===== src/rtl/display_scan.sv =====
`default_nettype none
// ============================================================================
// Module   : display_scan
// Purpose  : Snapshots six BCD time digits (HH:MM:SS) once per frame. It then
//            time-multiplexes them onto a shared 7-segment bus with one-hot
//            digit enables. Each digit slot starts with a blanking gap to
//            suppress ghosting, and an optional dark leading hour-tens zero
//            is supported. All outputs are registered and can drive pins
//            directly.
// Revision : 1.0 - initial release
// ============================================================================
module display_scan #(
  parameter int REFRESH_DIV  = 1000,  // clk cycles per digit slot (2..65535)
  parameter int BLANK_CYCLES = 16     // dark cycles at slot start (1..REFRESH_DIV-1)
) (
  input  logic        clk,
  input  logic        res,
  input  logic        ena,
  input  logic [23:0] digits_in,
  input  logic [5:0]  dp_in,
  input  logic        lz_blank,
  output logic [6:0]  seg,
  output logic        dp,
  output logic [5:0]  dig_sel,
  output logic        frame_start
);

  // --------------------------------------------------------------------------
  // Constants
  // --------------------------------------------------------------------------
  localparam logic [15:0] C_PCNT_LAST = 16'(REFRESH_DIV - 1);
  localparam logic [15:0] C_BLANK     = 16'(BLANK_CYCLES);
  localparam logic [2:0]  C_SLOT_LAST = 3'd5;
  localparam logic [2:0]  C_SLOT_HRT  = 3'd5;   // hour-tens digit position
  localparam logic [6:0]  C_SEG_DASH  = 7'h40;

  // --------------------------------------------------------------------------
  // State
  // --------------------------------------------------------------------------
  logic [15:0] pcnt;          // position inside the current digit slot
  logic [2:0]  slot;          // digit currently being scanned, 0..5
  logic [23:0] shadow_dig;    // frame-stable copy of digits_in
  logic [5:0]  shadow_dp;     // frame-stable copy of dp_in

  // --------------------------------------------------------------------------
  // Combinational helpers
  // --------------------------------------------------------------------------
  logic        pcnt_wrap;     // last cycle of a slot
  logic        snap;          // snapshot edge: start of frame while enabled
  logic        show;          // slot is past its blanking gap
  logic [3:0]  cur_nib;       // shadow nibble of the current slot
  logic        cur_dp;        // shadow decimal point of the current slot
  logic [6:0]  seg_dec;       // decoded segments of cur_nib
  logic        lz_kill;       // suppress a leading hour-tens zero
  logic [5:0]  sel_dec;       // one-hot enable for the current slot

  assign pcnt_wrap = (pcnt == C_PCNT_LAST);
  assign snap      = ena && (slot == 3'd0) && (pcnt == 16'd0);
  assign show      = ena && (pcnt >= C_BLANK);
  assign lz_kill   = lz_blank && (slot == C_SLOT_HRT) && (cur_nib == 4'd0);

  // Select the shadow nibble and decimal point that belong to the current slot.
  always_comb begin
    cur_nib = 4'd0;
    cur_dp  = 1'b0;
    sel_dec = 6'b000000;
    case (slot)
      3'd0: begin cur_nib = shadow_dig[3:0];   cur_dp = shadow_dp[0]; sel_dec = 6'b000001; end
      3'd1: begin cur_nib = shadow_dig[7:4];   cur_dp = shadow_dp[1]; sel_dec = 6'b000010; end
      3'd2: begin cur_nib = shadow_dig[11:8];  cur_dp = shadow_dp[2]; sel_dec = 6'b000100; end
      3'd3: begin cur_nib = shadow_dig[15:12]; cur_dp = shadow_dp[3]; sel_dec = 6'b001000; end
      3'd4: begin cur_nib = shadow_dig[19:16]; cur_dp = shadow_dp[4]; sel_dec = 6'b010000; end
      3'd5: begin cur_nib = shadow_dig[23:20]; cur_dp = shadow_dp[5]; sel_dec = 6'b100000; end
      default: begin
        cur_nib = 4'd0;
        cur_dp  = 1'b0;
        sel_dec = 6'b000000;
      end
    endcase
  end

  // BCD to 7-segment decode; non-BCD codes show a dash so bad data is visible.
  always_comb begin
    seg_dec = C_SEG_DASH;
    case (cur_nib)
      4'd0:    seg_dec = 7'h3F;
      4'd1:    seg_dec = 7'h06;
      4'd2:    seg_dec = 7'h5B;
      4'd3:    seg_dec = 7'h4F;
      4'd4:    seg_dec = 7'h66;
      4'd5:    seg_dec = 7'h6D;
      4'd6:    seg_dec = 7'h7D;
      4'd7:    seg_dec = 7'h07;
      4'd8:    seg_dec = 7'h7F;
      4'd9:    seg_dec = 7'h6F;
      default: seg_dec = C_SEG_DASH;
    endcase
  end

  // Prescaler and slot counter; both freeze while scanning is disabled.
  always_ff @(posedge clk or negedge res) begin
    if (!res) begin
      pcnt <= 16'd0;
      slot <= 3'd0;
    end else if (ena) begin
      if (pcnt_wrap) begin
        pcnt <= 16'd0;
        slot <= (slot == C_SLOT_LAST) ? 3'd0 : slot + 3'd1;
      end else begin
        pcnt <= pcnt + 16'd1;
      end
    end
  end

  // Capture the digits at the frame start. This edge always lies inside a
  // blanking gap, so a visible frame never mixes old and new digits.
  always_ff @(posedge clk or negedge res) begin
    if (!res) begin
      shadow_dig <= 24'd0;
      shadow_dp  <= 6'd0;
    end else if (snap) begin
      shadow_dig <= digits_in;
      shadow_dp  <= dp_in;
    end
  end

  // Register all pin outputs from the present counter and shadow state.
  always_ff @(posedge clk or negedge res) begin
    if (!res) begin
      seg         <= 7'd0;
      dp          <= 1'b0;
      dig_sel     <= 6'd0;
      frame_start <= 1'b0;
    end else begin
      frame_start <= snap;
      if (show) begin
        dig_sel <= sel_dec;
        seg     <= lz_kill ? 7'd0 : seg_dec;
        dp      <= cur_dp;
      end else begin
        dig_sel <= 6'd0;
        seg     <= 7'd0;
        dp      <= 1'b0;
      end
    end
  end

endmodule
`default_nettype wire


===== config.mk =====
export PLATFORM = sky130hd
export DESIGN_NAME = display_scan
export DESIGN_NICKNAME = d
export VERILOG_FILES = /design/src/rtl/display_scan.sv
export SDC_FILE = /design/constraint.sdc
export NUM_CORES = 1
export LEC_CHECK = 0
export BUFFER_PORTS_ARGS = -buffer_cell sky130_fd_sc_hd__buf_2
export CORE_UTILIZATION = 50
export DETAILED_ROUTE_END_ITERATION = 12
export HOLD_SLACK_MARGIN = 0.12
export PLACE_DENSITY = 0.79
export SETUP_SLACK_MARGIN = 0.02
export SYNTH_ARGS = -nofsm -noshare
export SYNTH_HDL_FRONTEND = slang
export SYNTH_SLANG_ARGS = --single-unit

===== constraint.sdc =====
create_clock -name clk -period 2.9 [get_ports clk]
set_input_delay 0 -clock clk [delete_from_list [all_inputs] [get_ports clk]]
set_output_delay 0 -clock clk [all_outputs]
set_load 0.03 [all_outputs]

* Yosys cells after proc, flatten, opt, wreduce, memory -nomap -nowiden *
Memories as Yosys holds them, arrays and structs flattened.
Cells that the tools add are included.

storage, ports and cells
  ROM bits = 112
  bits in registers = 64
  input bits = 34
  output and inout port bits = 15
  memories kept = 1

memories
  name              depth  bits a word  read ports  clocked after memory_dff  write ports  line  RTL
  (name not given)  16     7            1           0                         0            85    case (cur_nib)

operators by class
  reductions and logical operators = 9
  $add $sub $neg = 2
  $lt $le $gt $ge = 1
  eq/ne operators = 6
  mux-type cells = 9

operators with widths
  kind                     number
  $pmux W6 S6              1
  $pmux W4 S6              1
  $add A16 B1 Y16 const B  1
  $eq A16 B10 Y1 const B   1
  $ge A16 B5 Y1 const B    1
  $logic_not A16 Y1        1
  $mux W16                 1
  $mux W7                  2
  $eq A3 B2 Y1 const B     2
  $eq A3 B3 Y1 const B     2
  $mux W6                  1
  $pmux W1 S6              1
  $logic_and A1 B1 Y1      5
  $logic_not A4 Y1         1
  $add A3 B1 Y3 const B    1
  $eq A3 B1 Y1 const B     1
  $logic_not A3 Y1         1
  $mux W3                  1
  $reduce_and A2 Y1        1
  $mux W1                  1

* Longest topological paths before layout *
  word-level depth = 6
  depth in mapped cells = 12

* Worst setup path after synthesis *
OpenSTA, ideal clock, no wires.

  kind = register to register
  start point = register slot[1]
  end point = register seg[0]
  data required time = 2,760 ps
  path slack = 301 ps
  buffers on the path = 2
  cell stages (with the launch flop) = 12
  arrival = 2,459 ps
  setup time = 140 ps
  path through = dfrtp_1 buf_2 clkbuf_1 and2_1 ha_1 and2_1 a2111oi_2 ha_1 nor2b_1 and4_1 o32ai_1 a21boi_0

between the ends
  cells in the longest elaborated chain, start to end = 6
  elaborated cells between the ends (all ways) = 13
  classes of those cells = 5 x eq/ne; 3 x mux; 4 x reduce/logical; 1 x memory

ends and longest elaborated chain
  what                                                    line  RTL
  start, declared                                         41    logic [2:0] slot;
  start signal, assigned                                  108   slot <= (slot == C_SLOT_LAST) ? 3'd0 : slot + 3'd1;
  branches (longest 4 deep; another with $mem_v2 Z16 W7)  --
  $mux W7 *                                               138   seg <= lz_kill ? 7'd0 : seg_dec;
  $mux W7 *                                               136   if (show) begin
  end signal, assigned                                    138
  end, declared                                           22    output logic [6:0] seg,

Mark *: on every way between the ends.
A chain may end at the register's enable or synchronous reset.

* Worst setup path in the final report *
Same ends and word-level chain as after synthesis.

==> impl_metrics.json <==
{
  "grt_pass1_wl_um": 10720,
  "ant_nets": 0,
  "switchingPower_uw": 629.8,
  "grt_util_all_layers_pct": 22.21,
  "path_clk_slew_ns": 0.07,
  "netlist-cell-type-count": 56,
  "start_util_pct": 52.21,
  "synth_top_family_by_area": "simple AND/OR/NAND/NOR gates",
  "synth-edff-count": 0,
  "worstSetupPathType": "flip-flop to flip-flop",
  "reg2reg_depth": 10,
  "hold_path.class": "input port to async pin",
  "synthToLayoutAreaGrowth_pct": 26.20,
  "worstPathArrival_ns": 2.85,
  "die_area_um2": 6538,
  "critPathSlowestCell": "dfrtp_1",
  "rows": 28,
  "port_buffers": 48,
  "final-max-slew-violation-count": 0,
  "synth_compound_area_share_pct": 7.968,
  "pwr-share-seq_pct": 49.8,
  "nNetsFinal": 384,
  "swShare_pct": 30.58,
  "synth_top_cell_by_area": "dfrtp_1",
  "antenna_found_initial": 0,
  "synth_seq_cells": 64,
  "postCtsSetupRepairBufs": 0,
  "ios": 49,
  "cp_top_family": "simple AND/OR/NAND/NOR gates",
  "dpl_worst_slack_ns": 0.2869,
  "fin_worst_skew_ns": 0.008838,
  "synthCells": 253,
  "seq_area_frac_synth_pct": 51.51,
  "synthAdderAreaFrac_pct": 3.622,
  "dpl_cell_area_um2": 3422,
  "drive_gt1_share_pct": 32.37,
  "critPathMaxStageDelay_ns": 0.50,
  "drc": 0,
  "grt-ovfl-total": 0,
  "startpoint_type": "flip-flop",
  "worstPathCellList": "buf_4 > nor3_1 > a22oi_1 > o221ai_1 > inv_1 > ha_1 > nor2b_1 > and4_1 > o32ai_2 > a21boi_0",
  "tightest_slew_ns": 0.5228,
  "cts_root_buffer": "clkbuf_8",
  "vias": 2321,
  "finalSetupViolCount": 0,
  "synth.area.mux_share_pct": 14.33,
  "core_um2": 5956,
  "worst-path-max-fanout": 10,
  "rsz0062_at_grt": "false",
  "relSlewSlack_pct": 64.88,
  "cts_tree": "done",
  "internal-power_mw": 1.430,
  "worst_slack_ns": 0.3063,
  "yosys.area.top_type_share_pct": 51.51,
  "viasPerCell": 5.513,
  "die_x_um": 80.86,
  "powerDensity_nw_per_um2": 524.9,
  "syn_nets": 296,
  "status": "completed",
  "period_share_pct": 89.44,
  "synth_common_cells": "64 x dfrtp_1, 30 x mux2_2, 14 x nor2_1, 11 x xnor2_1",
  "cts_buffers": 9,
  "synth_area_leaders": "dfrtp_1 52%, mux2_2 11%, ha_1 3.6%",
  "diodes": 0,
  "num-fill-cells": 480,
  "fin_tns_setup_ns": 0,
  "yosys.area_share.simple_pct": 14.77,
  "wl_per_cell_um": 15.28,
  "clock-sinks": 64,
  "synth.cell_area_um2": 3109,
  "clock_insertion_delay_worst_skew_ns": 0.35,
  "async_flop_share_pct": 100.0,
  "h-tree-depth": 3,
  "finalInstanceArea_um2": 3924,
  "p_leak_nw": 1.968,
  "gp_congestion": 0.8252,
  "grt_max_degree": 30,
  "ir_drop_mv": 0.3080,
  "yosysWarnings": 0,
  "die_h_um": 80.86,
  "ys.flop_type": "dfrtp_1",
  "cp-end-kind": "flip-flop",
  "final-instance-count-excl-fill": 421,
  "dr.pass1.iters": 4,
  "routed_wl_um": 6434,
  "syn_area_per_cell_um2": 12.29,
  "period_minus_slack_ns": 2.594,
  "crit_cells": 10,
  "timing.critical_path.buf_inv": 2,
  "post-synth-top-count-cell": "dfrtp_1",
  "finalHoldViolations": 0,
  "detailed_place_hpwl_um": 4521,
  "placedCellCount": 372,
  "clockBufferDepth": 2,
  "cp.required_ns": 3.15,
  "drv_cap": 0,
  "fmax_ghz": 0.3855,
  "synthXorXnorAreaFrac_pct": 3.944,
  "power_frac_clock_pct": 31.6,
  "pwr-share-comb_pct": 18.6,
  "drt_iter0_drc": 165,
  "grt_pass1_vias": 2283
}
[layout make-up]
type | instances | area, µm² | share of cell area, %
repair buffers | 89 | 643.1 | 16.39
well taps | 75 | 93.84 | 2.392
inverters | 7 | 26.28 | 0.6696
flip-flops and latches | 64 | 1602 | 40.82
clock buffers | 10 | 127.6 | 3.253
multi-input cells | 170 | 1395 | 35.55
clock inverters | 6 | 36.28 | 0.9247
[power by group through the flow]
stage | sequential [mW] | combinational, mW | clock, mW
final | 1.03 | 0.383 | 0.651
after global routing | 1.04 | 0.426 | 0.695
after detailed placement | 1.04 | 0.347 | 0
after global placement | 1.04 | 0.333 | 0
after floorplan | 1.11 | 0.159 | 0
after CTS | 1.03 | 0.381 | 0.664
[timing repair]
| action | CTS | global route |
|---|---|---|
| hold buffers | 33 | 0 |
| setup endpoints to repair | 0 | 1 |
| gates resized for setup | 0 | 1 |
| hold endpoints to repair | 105 | 0 |
[kinds of logic after synthesis]
family	count (synthesis)
xor gates and xnor gates	14
buffers and inverters	19
and+or+nand+nor	75
adders and majority gates	9
AOI/OAI and AO/OA	32
muxes	40
DFF	64
[through the flow]
stage / util, % / hold WS (ns) / power, mW
3_5_place_dp: 57.46 / 0.004752 / 1.388
6_report: 65.88 / 0.1562 / 2.059
2_1_floorplan: - / -0.2956 / 1.264
4_1_cts: 65.76 / 0.1703 / 2.070
3_3_place_gp: 57.46 / 0.00006928 / 1.374
5_1_grt: 65.88 / 0.2087 / 2.158
[layout by cell type (no fill, tap or decap), types with 4 or more instances in the layout]
master / Yosys / routed
clkinv_2: 0 / 4
mux2_2: 30 / 30
nand2_1: 4 / 4
and2_1: 5 / 5
xnor2_1: 11 / 11
nand3_1: 9 / 9
dlygate4sd3_1: 0 / 33
mux2i_1: 7 / 7
nor3_1: 7 / 7
ha_1: 9 / 9
inv_1: 7 / 7
dfrtp_1: 64 / 64
buf_4: 0 / 7
nor2_1: 14 / 14
nand3b_1: 4 / 4
a21oi_1: 4 / 4
clkbuf_8: 1 / 9
and3_1: 7 / 7
o21ai_0: 6 / 6
buf_2: 4 / 48
[state kept, by name, summed over array words and instances (netlist names)]
name,count
slot,3
dig_sel,6
shadow_dig,24
shadow_dp,6
frame_start,1
pcnt,16
dp,1
seg,7
[final timing paths]
kind,startpoint,to,slack [ns]
worst max-delay path,slot[1],seg[0],0.31
worst min-delay path,res,pcnt[5],0.16
worst max register to register,slot[1],seg[0],0.31
worst min register to register,pcnt[14],pcnt[14],0.49
max in group asynchronous,res,shadow_dig[22],2.08
min in group clk,digits_in[11],shadow_dig[11],0.40
[metal layers]
metal  up-vias  GRT usage, %  routed length [µm]  share of wire [%]
li1       1097             -                   -                  -
met1      1154         28.12                2815                 44
met2        56         36.22                3273                 51
met3        14         5.730                 226                3.5
met4         0         9.107                 119                1.8
met5         -             0                   0                  0
Power figures use the tool's default switching activity.
